===== src/rtl/instruction_pkg.sv =====
// Shared definitions for the instruction memory write (loader) and fetch paths.
// Both ends use the same word size and byte-lane order.
package instruction_pkg;

    localparam int unsigned BYTES_PER_WORD = 4;
    localparam int unsigned INST_W         = 32;

    // MSB lane leaves first, so the fetch side rebuilds [31:24],[23:16],[15:8],[7:0].
    localparam int unsigned FIRST_LANE = BYTES_PER_WORD - 1;

    typedef enum logic [0:0] {
        IDLE = 1'b0,
        SEND = 1'b1
    } loader_state_t;

    function automatic logic [7:0] lane_byte(input logic [INST_W-1:0] word, input int unsigned lane);
        lane_byte = word[8*lane +: 8];
    endfunction

endpackage


===== src/rtl/instruction_write_pointer.sv =====
// Loadable, saturating byte-address counter with word-aligned parallel load and full detect.
// Write-side mirror of the fetch program counter.
module instruction_write_pointer #(
    parameter int unsigned ADDR_W = 8
) (
    input  logic              clk,
    input  logic              rst_n,
    input  logic              load_i,
    input  logic [ADDR_W-1:0] load_addr_i,
    input  logic              inc_i,
    output logic [ADDR_W-1:0] ptr_o,
    output logic              full_o
);

    localparam logic [ADDR_W-1:0] PTR_MAX    = {ADDR_W{1'b1}};
    localparam logic [ADDR_W-1:0] FULL_LIMIT = PTR_MAX - ADDR_W'(3);
    localparam logic [ADDR_W-1:0] ALIGN_MASK = ~ADDR_W'(3);
    localparam logic [ADDR_W-1:0] PTR_ONE    = ADDR_W'(1);

    logic [ADDR_W-1:0] ptr_q;
    logic [ADDR_W-1:0] ptr_d;

    // Next pointer: aligned load wins, otherwise increment until the top byte and hold there.
    always_comb begin
        ptr_d = ptr_q;
        if (load_i) begin
            ptr_d = load_addr_i & ALIGN_MASK;
        end else if (inc_i && (ptr_q != PTR_MAX)) begin
            ptr_d = ptr_q + PTR_ONE;
        end else begin
            ptr_d = ptr_q;
        end
    end

    // Pointer register.
    always_ff @(posedge clk or negedge rst_n) begin
        if (!rst_n) begin
            ptr_q <= '0;
        end else begin
            ptr_q <= ptr_d;
        end
    end

    assign ptr_o  = ptr_q;
    assign full_o = (ptr_q > FULL_LIMIT);

endmodule


===== src/rtl/instruction_memory_loader.sv =====
// Accepts 32-bit words over valid/ready and writes them MSB first as four
// consecutive bytes into the byte-wide instruction memory.
module instruction_memory_loader #(
    parameter int unsigned ADDR_W = 8,
    parameter int unsigned INST_W = 32
) (
    input  logic              clk,
    input  logic              rst,
    input  logic              loadAddrFlag,
    input  logic [ADDR_W-1:0] loadAddress,
    input  logic              inValid,
    input  logic [INST_W-1:0] inInstruction,
    output logic              inReady,
    output logic              memWren,
    output logic [ADDR_W-1:0] memAddress,
    output logic [7:0]        memData,
    output logic              busy,
    output logic              full,
    output logic [ADDR_W-3:0] wordCount
);

    import instruction_pkg::*;

    localparam logic [ADDR_W-3:0] CNT_MAX = {(ADDR_W-2){1'b1}};
    localparam logic [ADDR_W-3:0] CNT_ONE = (ADDR_W-2)'(1);

    loader_state_t     state_q, state_d;
    logic [1:0]        idx_q, idx_d;
    logic [INST_W-1:0] shift_q, shift_d;
    logic [ADDR_W-3:0] cnt_q, cnt_d;

    logic              in_ready_s;
    logic              accept_s;
    logic              load_s;
    logic              full_s;
    logic [ADDR_W-1:0] ptr_s;

    // A word may enter when idle or on the last byte of the current one; an address load blocks it.
    assign in_ready_s = rst && !full_s && !loadAddrFlag &&
                        ((state_q == IDLE) || (idx_q == 2'd3));
    assign accept_s   = inValid && in_ready_s;
    assign load_s     = loadAddrFlag && (state_q == IDLE);

    instruction_write_pointer #(
        .ADDR_W (ADDR_W)
    ) u_ptr (
        .clk         (clk),
        .rst_n       (rst),
        .load_i      (load_s),
        .load_addr_i (loadAddress),
        .inc_i       (state_q == SEND),
        .ptr_o       (ptr_s),
        .full_o      (full_s)
    );

    // Next-state: serialize one byte per SEND cycle, chain the next word on the index-3 edge.
    always_comb begin
        state_d = state_q;
        idx_d   = idx_q;
        shift_d = shift_q;
        cnt_d   = cnt_q;
        case (state_q)
            IDLE: begin
                if (load_s) begin
                    cnt_d = '0;
                end else if (accept_s) begin
                    shift_d = inInstruction;
                    idx_d   = 2'd0;
                    state_d = SEND;
                end else begin
                    state_d = IDLE;
                end
            end
            SEND: begin
                shift_d = shift_q << 4'd8;
                idx_d   = idx_q + 2'd1;
                if (idx_q == 2'd3) begin
                    if (cnt_q != CNT_MAX) begin
                        cnt_d = cnt_q + CNT_ONE;
                    end else begin
                        cnt_d = cnt_q;
                    end
                    if (accept_s) begin
                        shift_d = inInstruction;
                        idx_d   = 2'd0;
                        state_d = SEND;
                    end else begin
                        state_d = IDLE;
                    end
                end else begin
                    state_d = SEND;
                end
            end
            default: begin
                state_d = IDLE;
                idx_d   = 2'd0;
            end
        endcase
    end

    // State, byte index, shift register and word counter.
    always_ff @(posedge clk or negedge rst) begin
        if (!rst) begin
            state_q <= IDLE;
            idx_q   <= 2'd0;
            shift_q <= '0;
            cnt_q   <= '0;
        end else begin
            state_q <= state_d;
            idx_q   <= idx_d;
            shift_q <= shift_d;
            cnt_q   <= cnt_d;
        end
    end

    assign inReady    = in_ready_s;
    assign memWren    = (state_q == SEND);
    assign busy       = (state_q == SEND);
    assign memAddress = ptr_s;
    assign memData    = lane_byte(shift_q, FIRST_LANE);
    assign full       = full_s;
    assign wordCount  = cnt_q;

endmodule


===== config.mk =====
export PLATFORM = sky130hd
export DESIGN_NAME = instruction_memory_loader
export DESIGN_NICKNAME = d
export VERILOG_FILES = /design/src/rtl/instruction_pkg.sv /design/src/rtl/instruction_write_pointer.sv /design/src/rtl/instruction_memory_loader.sv
export SDC_FILE = /design/constraint.sdc
export NUM_CORES = 1
export LEC_CHECK = 0
export ABC_AREA = 1
export CORE_ASPECT_RATIO = 0.8
export CORE_UTILIZATION = 30
export DETAILED_ROUTE_END_ITERATION = 16
export GPL_ROUTABILITY_DRIVEN = 0
export PLACE_DENSITY_LB_ADDON = 0.08
export SLEW_MARGIN = 20
export SYNTH_ARGS = -nofsm -noshare
export SYNTH_HDL_FRONTEND = slang
export SYNTH_SLANG_ARGS = --single-unit

===== constraint.sdc =====
create_clock -name clk -period 3.2 [get_ports clk]
set_clock_uncertainty 0.2 [all_clocks]
set_input_delay 0.64 -clock clk [delete_from_list [all_inputs] [get_ports clk]]
set_output_delay 0.64 -clock clk [all_outputs]
set_load 0.01 [all_outputs]

Yosys cells after proc, flatten, opt, wreduce, memory -nomap -nowiden:

Cells that the tools add are included.

* $add $sub $neg: 3
* order comparisons: 1
* equal/unequal tests: 8
* multiplexer cells: 20
* bitwise logic cells: 1
* reductions and logical operators: 12

Operators with widths (count)
* 32-bit two-way mux: 4
* 32-bit case mux with 2 select lines: 1
* 6-bit two-way mux: 3
* 8-bit two-way mux: 2
* 6-bit case mux with 2 select lines: 1
* 8-bit by 1-bit adder with 8-bit output (second input constant): 1
* 8-bit greater-than comparator (second input constant): 1
* 2-bit two-way mux: 4
* 8-bit != test (second input constant): 1
* 6-bit by 1-bit adder with 6-bit output (second input constant): 1
* 1-bit logical AND: 6
* 2-bit != test (second input constant): 3
* 6-bit != test (second input constant): 1
* 2-bit by 1-bit != test with 1-bit output (second input constant): 2
* 2-bit case mux with 2 select lines: 1
* 1-bit two-way mux: 3
* 3-bit AND reduction: 1
* 2-bit by 1-bit adder with 2-bit output (second input constant): 1
* 2-bit == test (second input constant): 1
* 1-bit logical NOT: 2
* 1-bit case mux with 2 select lines: 1
* 2-bit AND reduction: 1
* 2-bit nonzero test: 1
* 1-bit logical OR: 1
* 1-bit NOT: 1

* flip-flop bits (word level): 49
* input port bits: 44
* output and inout bits: 26
* logic and storage cells: 50

Logic depth before layout (Yosys ltp):

Gate-level depths: netlist of run 1.

* depth in word-level cells: 9
* mapped depth: 10
* depth with buffers taken out: 9

Modules after synthesis:

From an unflattened synthesis of run 1, not the netlist that was laid out.

* cells, all modules: 399
* area total of the unflattened synthesis: 2886.5 µm²

Modules (own cells, without submodules)
* instruction_memory_loader: times used 1, cells each 313, area each 2313.5 µm², sequential area each 1026.0 µm²
* instruction_write_pointer: times used 1, cells each 86, area each 573.0 µm², sequential area each 200.2 µm²

Least setup slack after synthesis of run 1:

OpenSTA, ideal clock, no wires.

* path type: register to output
* start: register u_ptr.ptr_q[0], in the netlist u_ptr.ptr_o[0]
* end: output port inReady
* data arrival time: 1.154 ns
* data required time: 2.360 ns
* slack: 1.206 ns
* stages on the path, launching flop included: 7
* buffers on the path: 0
* cell sequence: dfrtp_1 -> inv_1 -> ha_1 -> nor2_1 -> nand2_2 -> inv_1 -> nor3_1

* cells in the longest elaborated chain, start to end: 5

RTL lines
* start, declared: line instruction_write_pointer.sv:20 `logic [ADDR_W-1:0] ptr_q;`
* start signal, assigned: line instruction_write_pointer.sv:40 `ptr_q <= ptr_d;`
* 8-bit greater-than comparator: line instruction_write_pointer.sv:45 `assign full_o = (ptr_q > FULL_LIMIT);`
* named net full: line instruction_memory_loader.sv:18 `output logic full,`
* 1-bit logical NOT: line instruction_memory_loader.sv:39 `assign in_ready_s = rst && !full_s && !loadAddrFlag &&`
* 1-bit logical AND (3 in a row): line instruction_memory_loader.sv:39
* end, declared: line instruction_memory_loader.sv:13 `output logic inReady,`

The timed path passes the listed nets, and every way through them passes these cells.

Final worst setup path of run 1:

* start: input port loadAddrFlag
* end: output port inReady

* cells in the longest elaborated chain, start to end: 3

RTL lines
* start, declared: line instruction_memory_loader.sv:9 `input logic loadAddrFlag,`
* 1-bit logical NOT: line instruction_memory_loader.sv:39
* 1-bit logical AND (2 in a row): line instruction_memory_loader.sv:39

Every way passes these cells.

==> out/qor.txt, run 1 <==
status: finished, final reports clean
Synth top area share: 43.7%
CORE AREA: 0.00908 mm²
largest net degree at the start of global routing: 50
slowest stage delay, CP: 0.57 ns
root buffer cell: clkbuf_16
clk sinks: 49
vias: 2,459
Max rail drop VDD: 264 µV
Max H-tree Level: 2
Sequential Area: 0.00123 mm²
die area: 0.00974 mm²
synth top area cells: dfrtp_1, nand2_1, inv_1, o21ai_0, nand3_1
Total GRT Usage: 15.4%
CP endpoint: inReady
Via-to-Cell Ratio: 4.36
Reg2Reg Depth: 9
drt wl/cell: 11.7 µm
Netlist Area Pre-Place: 0.00280 mm²
initial antenna violation count: 0
die height: 88.5 µm
Port Buffers: 67
internal power: 1.69 mW
crit path launch: loadAddrFlag
worst-margin pin slew: 0.646 ns
# rows: 31
Detailed Place HPWL: 4560 µm
Arr. time, crit path: 1.97 ns
syn avg cell area: 7.17 µm²
Seq/Total Area, Yosys: 43.7%
top post-synthesis cells by count: nand2_1, inv_1, dfrtp_1
Tot Pwr: 2.80 mW
total CTS buffers: 5
CP Capture Type: primary output
f_max: 356 MHz
Seq pwr share: 36.8%
Synth Instances: 391
RR Startpoint: u_ptr.ptr_o[0]
Total Neg Setup Slack: 0 ns
Reg2Reg Capture Point: shift_q[15]
max-slew violations: 0
Yosys warnings: 0
non-filler instance count after layout: 564
share of layout cells above drive strength 1: 5.79%
Max Cap Violations: 0
IO Pins: 70
Clock Path Buffers: 2
Worst Hold Class: reg -> reg
clk_lat worst skew: 0.29 ns
Fillers: 996
Post-CTS Setup Bufs: 0
Comb power frac: 43.7%
syn nets: 439
Crit path required time: 2.36 ns
Worst-path clk slew: 0.07 ns
pwr/cell area: 771 mW/mm²
cell mode on critical path: clkdlybuf4s50_1
Slowest cell on crit path: clkdlybuf4s50_1
Sw Ratio: 39.7%
setup slack, reg-to-reg: 1.17 ns
CTS tree: built
CTS resizes: 0
Net count, final: 496
min-delay src: shift_q[17]
Placed Area: 0.00348 mm²
fin crit share: 87.8%
post-route ant nets: 0
Worst Setup Start Kind: input port
CP Class: in -> out
P_sw: 1.11 mW
ys flop type: dfrtp_1
top-count cell post-synth: nand2_1
total wire length: 6620 µm
placed cell count: 556
Synth Register Bits: 49
max_slew headroom: 56.9%
vias in the first global route: 2,537
GRT Residual Overflow: 0
Clock Power Share: 19.6%
die width: 110 µm
1st-iter DRT viols: 62
# diodes: 0
worst hold slack: 0.277 ns
Async S/R FF share, synth: 100%
Synth cell types: 26
Final Hold Fails: 0
EDFF count, synth: 0
CP Cell Sequence: clkdlybuf4s50_1 > inv_1 > nand2_1 > nor3_1 > clkdlybuf4s50_1
first-pass GRT wire length: 11,600 µm
Final setup viols: 0
area leader, netlist: dfrtp_1
area occupied by multi-input gates: 0.00112 mm²
Starting Density: 30.9%
RSZ-0062 raised after global routing: no
Layout area overhead: 29.7%
Tmin final: 2.81 ns
fin area: 0.00364 mm²
First-pass DRT Iterations: 4
# hold bufs at CTS: 0
Leak: 1.90 nW
critical path peak fanout: 2
DRC: 0
sequential cells by signal, summed over array words and instances (netlist names):
register     count
busy             1
shift_q         32
u_ptr.ptr_o      8
wordCount        6
idx_q            2
how the worst min path moves through the flow:
stage | end | cells after the start
3_5_place_dp | shift_q[17] | 2
6_report | shift_q[17] | 2
3_3_place_gp | idx_q[1] | 2
2_1_floorplan | busy | 0
4_1_cts | shift_q[17] | 2
5_1_grt | shift_q[11] | 2
stage by stage:
step	setup slack [ns]	util [%]
after floorplan	1.21	-
after global placement	0.403	38.4
after detailed placement	0.401	38.4
after CTS	0.377	40.1
after global routing	0.276	40.1
final	0.390	40.1
critical path: cells and delay by family:
kind	cells	cell delay (ns)
and+or+nand+nor	2	0.25
buffers and inverters	3	1.08
cells by family (layout without fill, tap and decap cells):
kind of cell	count (synthesis)	count (layout)	synth area share [%]
AO/OA/AOI/OAI	48	48	9.02
XOR/XNOR	1	1	0.313
adder cells (fa/ha/maj)	4	4	1.79
buffers and inverters	100	158	16.4
flip-flops	49	49	43.8
AND/OR/NAND/NOR	189	189	28.7
power groups by stage:
stage,Combinational (mW),Sequential [mW],Clock (mW)
3_3_place_gp,1.24,1.04,0
2_1_floorplan,0.868,1.03,0
3_5_place_dp,1.25,1.04,0
6_report,1.22,1.03,0.549
4_1_cts,1.26,1.03,0.572
5_1_grt,1.41,1.07,0.597
cells in the final DEF (no fill, tap or decap):
| master | Yosys | final |
|---|---|---|
| a21o_1 | 1 | 1 |
| nand2_4 | 1 | 1 |
| buf_4 | 10 | 4 |
| inv_2 | 1 | 1 |
| nand3_1 | 18 | 18 |
| nand3_4 | 1 | 1 |
| nand2_1 | 149 | 149 |
| inv_1 | 77 | 77 |
| or2_2 | 3 | 3 |
| clkbuf_8 | 0 | 1 |
| nor3_1 | 1 | 1 |
| nand2_8 | 1 | 1 |
| dfrtp_1 | 49 | 49 |
| nor2_1 | 7 | 7 |
| o22ai_1 | 8 | 8 |
| clkinv_2 | 0 | 1 |
| clkbuf_16 | 0 | 5 |
| a21oi_1 | 1 | 1 |
| nor2_4 | 1 | 1 |
| nand4_1 | 2 | 2 |
| o21ai_0 | 38 | 38 |
| clkdlybuf4s50_1 | 0 | 66 |
| inv_6 | 1 | 1 |
| ha_1 | 4 | 4 |
| clkinv_4 | 0 | 1 |
| nand2_2 | 4 | 4 |
| nand3b_1 | 1 | 1 |
| buf_2 | 4 | 1 |
| xor2_1 | 1 | 1 |
area by class of cell:
cell class	instances	share of cell area (%)
well taps	115	3.96
multi-input cells	242	30.7
inverters	79	8.29
clock buffers	6	3.82
repair buffers	71	19.1
flip-flops and latches	49	33.7
clock inverters	2	0.379
metal layers:
metal  part of all wire (%)  vias up  global-route usage [%]
li1                       -     1279                       -
met4                    1.1        0                    4.73
met3                    4.9        7                    3.53
met1                     50     1126                    19.8
met5                      0        -                       0
met2                     44       47                    25.7
Note: power is estimated with default switching activity, not from simulation.
==> inputs of run 2 (changes only) <==
HOLD_SLACK_MARGIN = 0.05   (was default)
SKIP_LAST_GASP = 1   (was default)
==> results of run 2 <==
Same layout as run 1: the final DEF is identical, and so are final timing and power.
==> RTL change: new RTL, settings of run 2 <==
Put one more register stage on the output `wordCount`, with the module's reset. The value now appears one clock later. The other outputs are not delayed to match.
--- a/src/rtl/instruction_memory_loader.sv
+++ b/src/rtl/instruction_memory_loader.sv
@@ -119,7 +119,13 @@
     assign memAddress = ptr_s;
     assign memData    = lane_byte(shift_q, FIRST_LANE);
     assign full       = full_s;
-    assign wordCount  = cnt_q;
+    always_ff @(posedge clk or negedge rst) begin
+        if (!rst) begin
+            wordCount <= '0;
+        end else begin
+            wordCount <= cnt_q;
+        end
+    end
 
 endmodule
 
Function: changed (Yosys sat finds a counterexample within 10 cycles, from zero or initial values and one cycle with rst low).
==> RTL change against run 2 <==
The run now ends with DRC left; design area is 3.1% higher; setup slack got worse by 120 ps; register-to-register slack lost 280 ps; core utilization grew 0.53 points; non-clock buffer count grew 2; sequential cell count increased by 6; power up 3.4%; sequential share of layout area rose by 3.0 points; area after synthesis up 3.8%; routed wire length is 8.7% higher.
==> RTL change: results (changes against run 2) <==
[yosys]
synth.top_cells.by_area=dfrtp_1, nand3_1, nand2_1
synth_compound_area_frac=0.0623  ; -0.0278
yosysWarnings=0  ; unchanged
area_share_of_fa_ha_maj_cells_after_synthesis=0.0172  ; -0.000660
ys_types=29  ; +12%
netlist_instances=357  ; -8.7%
xor_xnor_share_of_the_synthesized_area=0.00301  ; -0.000116
synth_fp_nets=405  ; -7.7%
asyncSetResetFlopFracSynth=1.00  ; unchanged
synth-main-ff-cell=dfrtp_1
synthTopCellsByCount=nand2_1, nand3_1, dfrtp_1
seq_area_frac_synth=0.473  ; +0.0354
post_synth_mux_area_share=0  ; unchanged

[detailed_routing]
postRouteWirelength_microns=7200  ; +8.7%
detail_route.wl_per_cell_microns=13.7  ; +17%
routed_via_density=4.74  ; +8.7%
drc_viols=4  ; +4
drtIter0Drc=127  ; +100%
dr.pass1.iters=10  ; +6

[placed_design]
placedInstanceArea_sq_um=3590  ; +3.0%
io_buffers=67  ; unchanged
place_worst_setup_slack_ps=392  ; -9.03 ps
place.detailed.instances=519  ; -6.7%
post-dp-hpwl_microns=4770  ; +4.5%

[setup_path]
rr_endpoint=shift_q[25]
crit_fanout=19  ; +17
timing.rr.start=u_ptr.ptr_o[0]
timing.setup.critical_path_class=register to output pin
r2r_slack_ps=890  ; -280 ps
timing.critical_path.arrival_ps=2090  ; +120 ps
crit_family=buffers and inverters
crit_path_end=inReady
worst-r2r-cell-count=8  ; -1

[sta]
setup_viol_count_final=0  ; unchanged
holdWs_ps=239  ; -38.4 ps
slew_headroom=0.512  ; -0.0578
max_clock_freq_mhz=341  ; -4.1%

[grt]
gr-usage-all-layers=0.148  ; -0.00601
grt_pass1_wl_microns=11800  ; +1.6%
antenna_found_initial=0  ; unchanged
pin_count_of_the_biggest_net_entering_global_routing=56  ; +12%
first_global_vias=2256  ; -11%

[worst_hold_path]
hold-path-cell-count=0  ; -2
path_category_of_the_worst_min_delay_check=register to register
hold_path_startpoint=cnt_q[4]
whs_endpoint=wordCount[4]

[layout]
top_register=shift_q
design.final.nets=459  ; -7.5%
drive_gt1_frac=0.0827  ; +0.0248

[clocking]
clk_pin_slew_ps=70  ; about the same
tritoncts.num_buffers=5  ; unchanged
cts_repair_resize_count=0  ; unchanged
cts.repair_timing.setup_buffer_count=0  ; unchanged
clk-insertion-delay-late_ps=290  ; about the same

[power]
ir_drop_mv=0.327  ; +24%
power.static_leakage_uw=0.00180  ; -5.3%

[status]
run_status=complete, but fails checks
failed_checks=DRC

## RTL change: cell count changes after synthesis, moves of 7 or more
cell,before,now
inv_1,77,44
nand2_1,149,87
nand3_1,18,67
nand4_1,2,18
o21ai_0,38,7
o21ai_2,0,7
## RTL change: cell type report
class                           instances  area (sq um)
Multi-Input combinational cell        229          1180
Clock inverter                          1          30.0
Fill cell                             975          5480
Timing Repair Buffer                   73           711
Tap cell                              115           144
Sequential cell                        55          1380
Clock buffer                            6           129
Inverter                               47           179
## RTL change: routing by layer
metal	GRT usage	share of wire	wire, microns	vias to the layer above
li1	-	-	-	1265
met1	0.225	0.52	3720	1168
met2	0.211	0.43	3060	52
met3	0.0297	0.047	339	7
met4	0.0400	0.010	72	0
met5	0	0	0	-
## RTL change: where the power goes
group          total, uW  switching, uW  leakage (uW)  internal (uW)
Sequential          1110            177      0.000724            929
Clock                604            239     0.0000769            366
Combinational       1190            679       0.00100            509
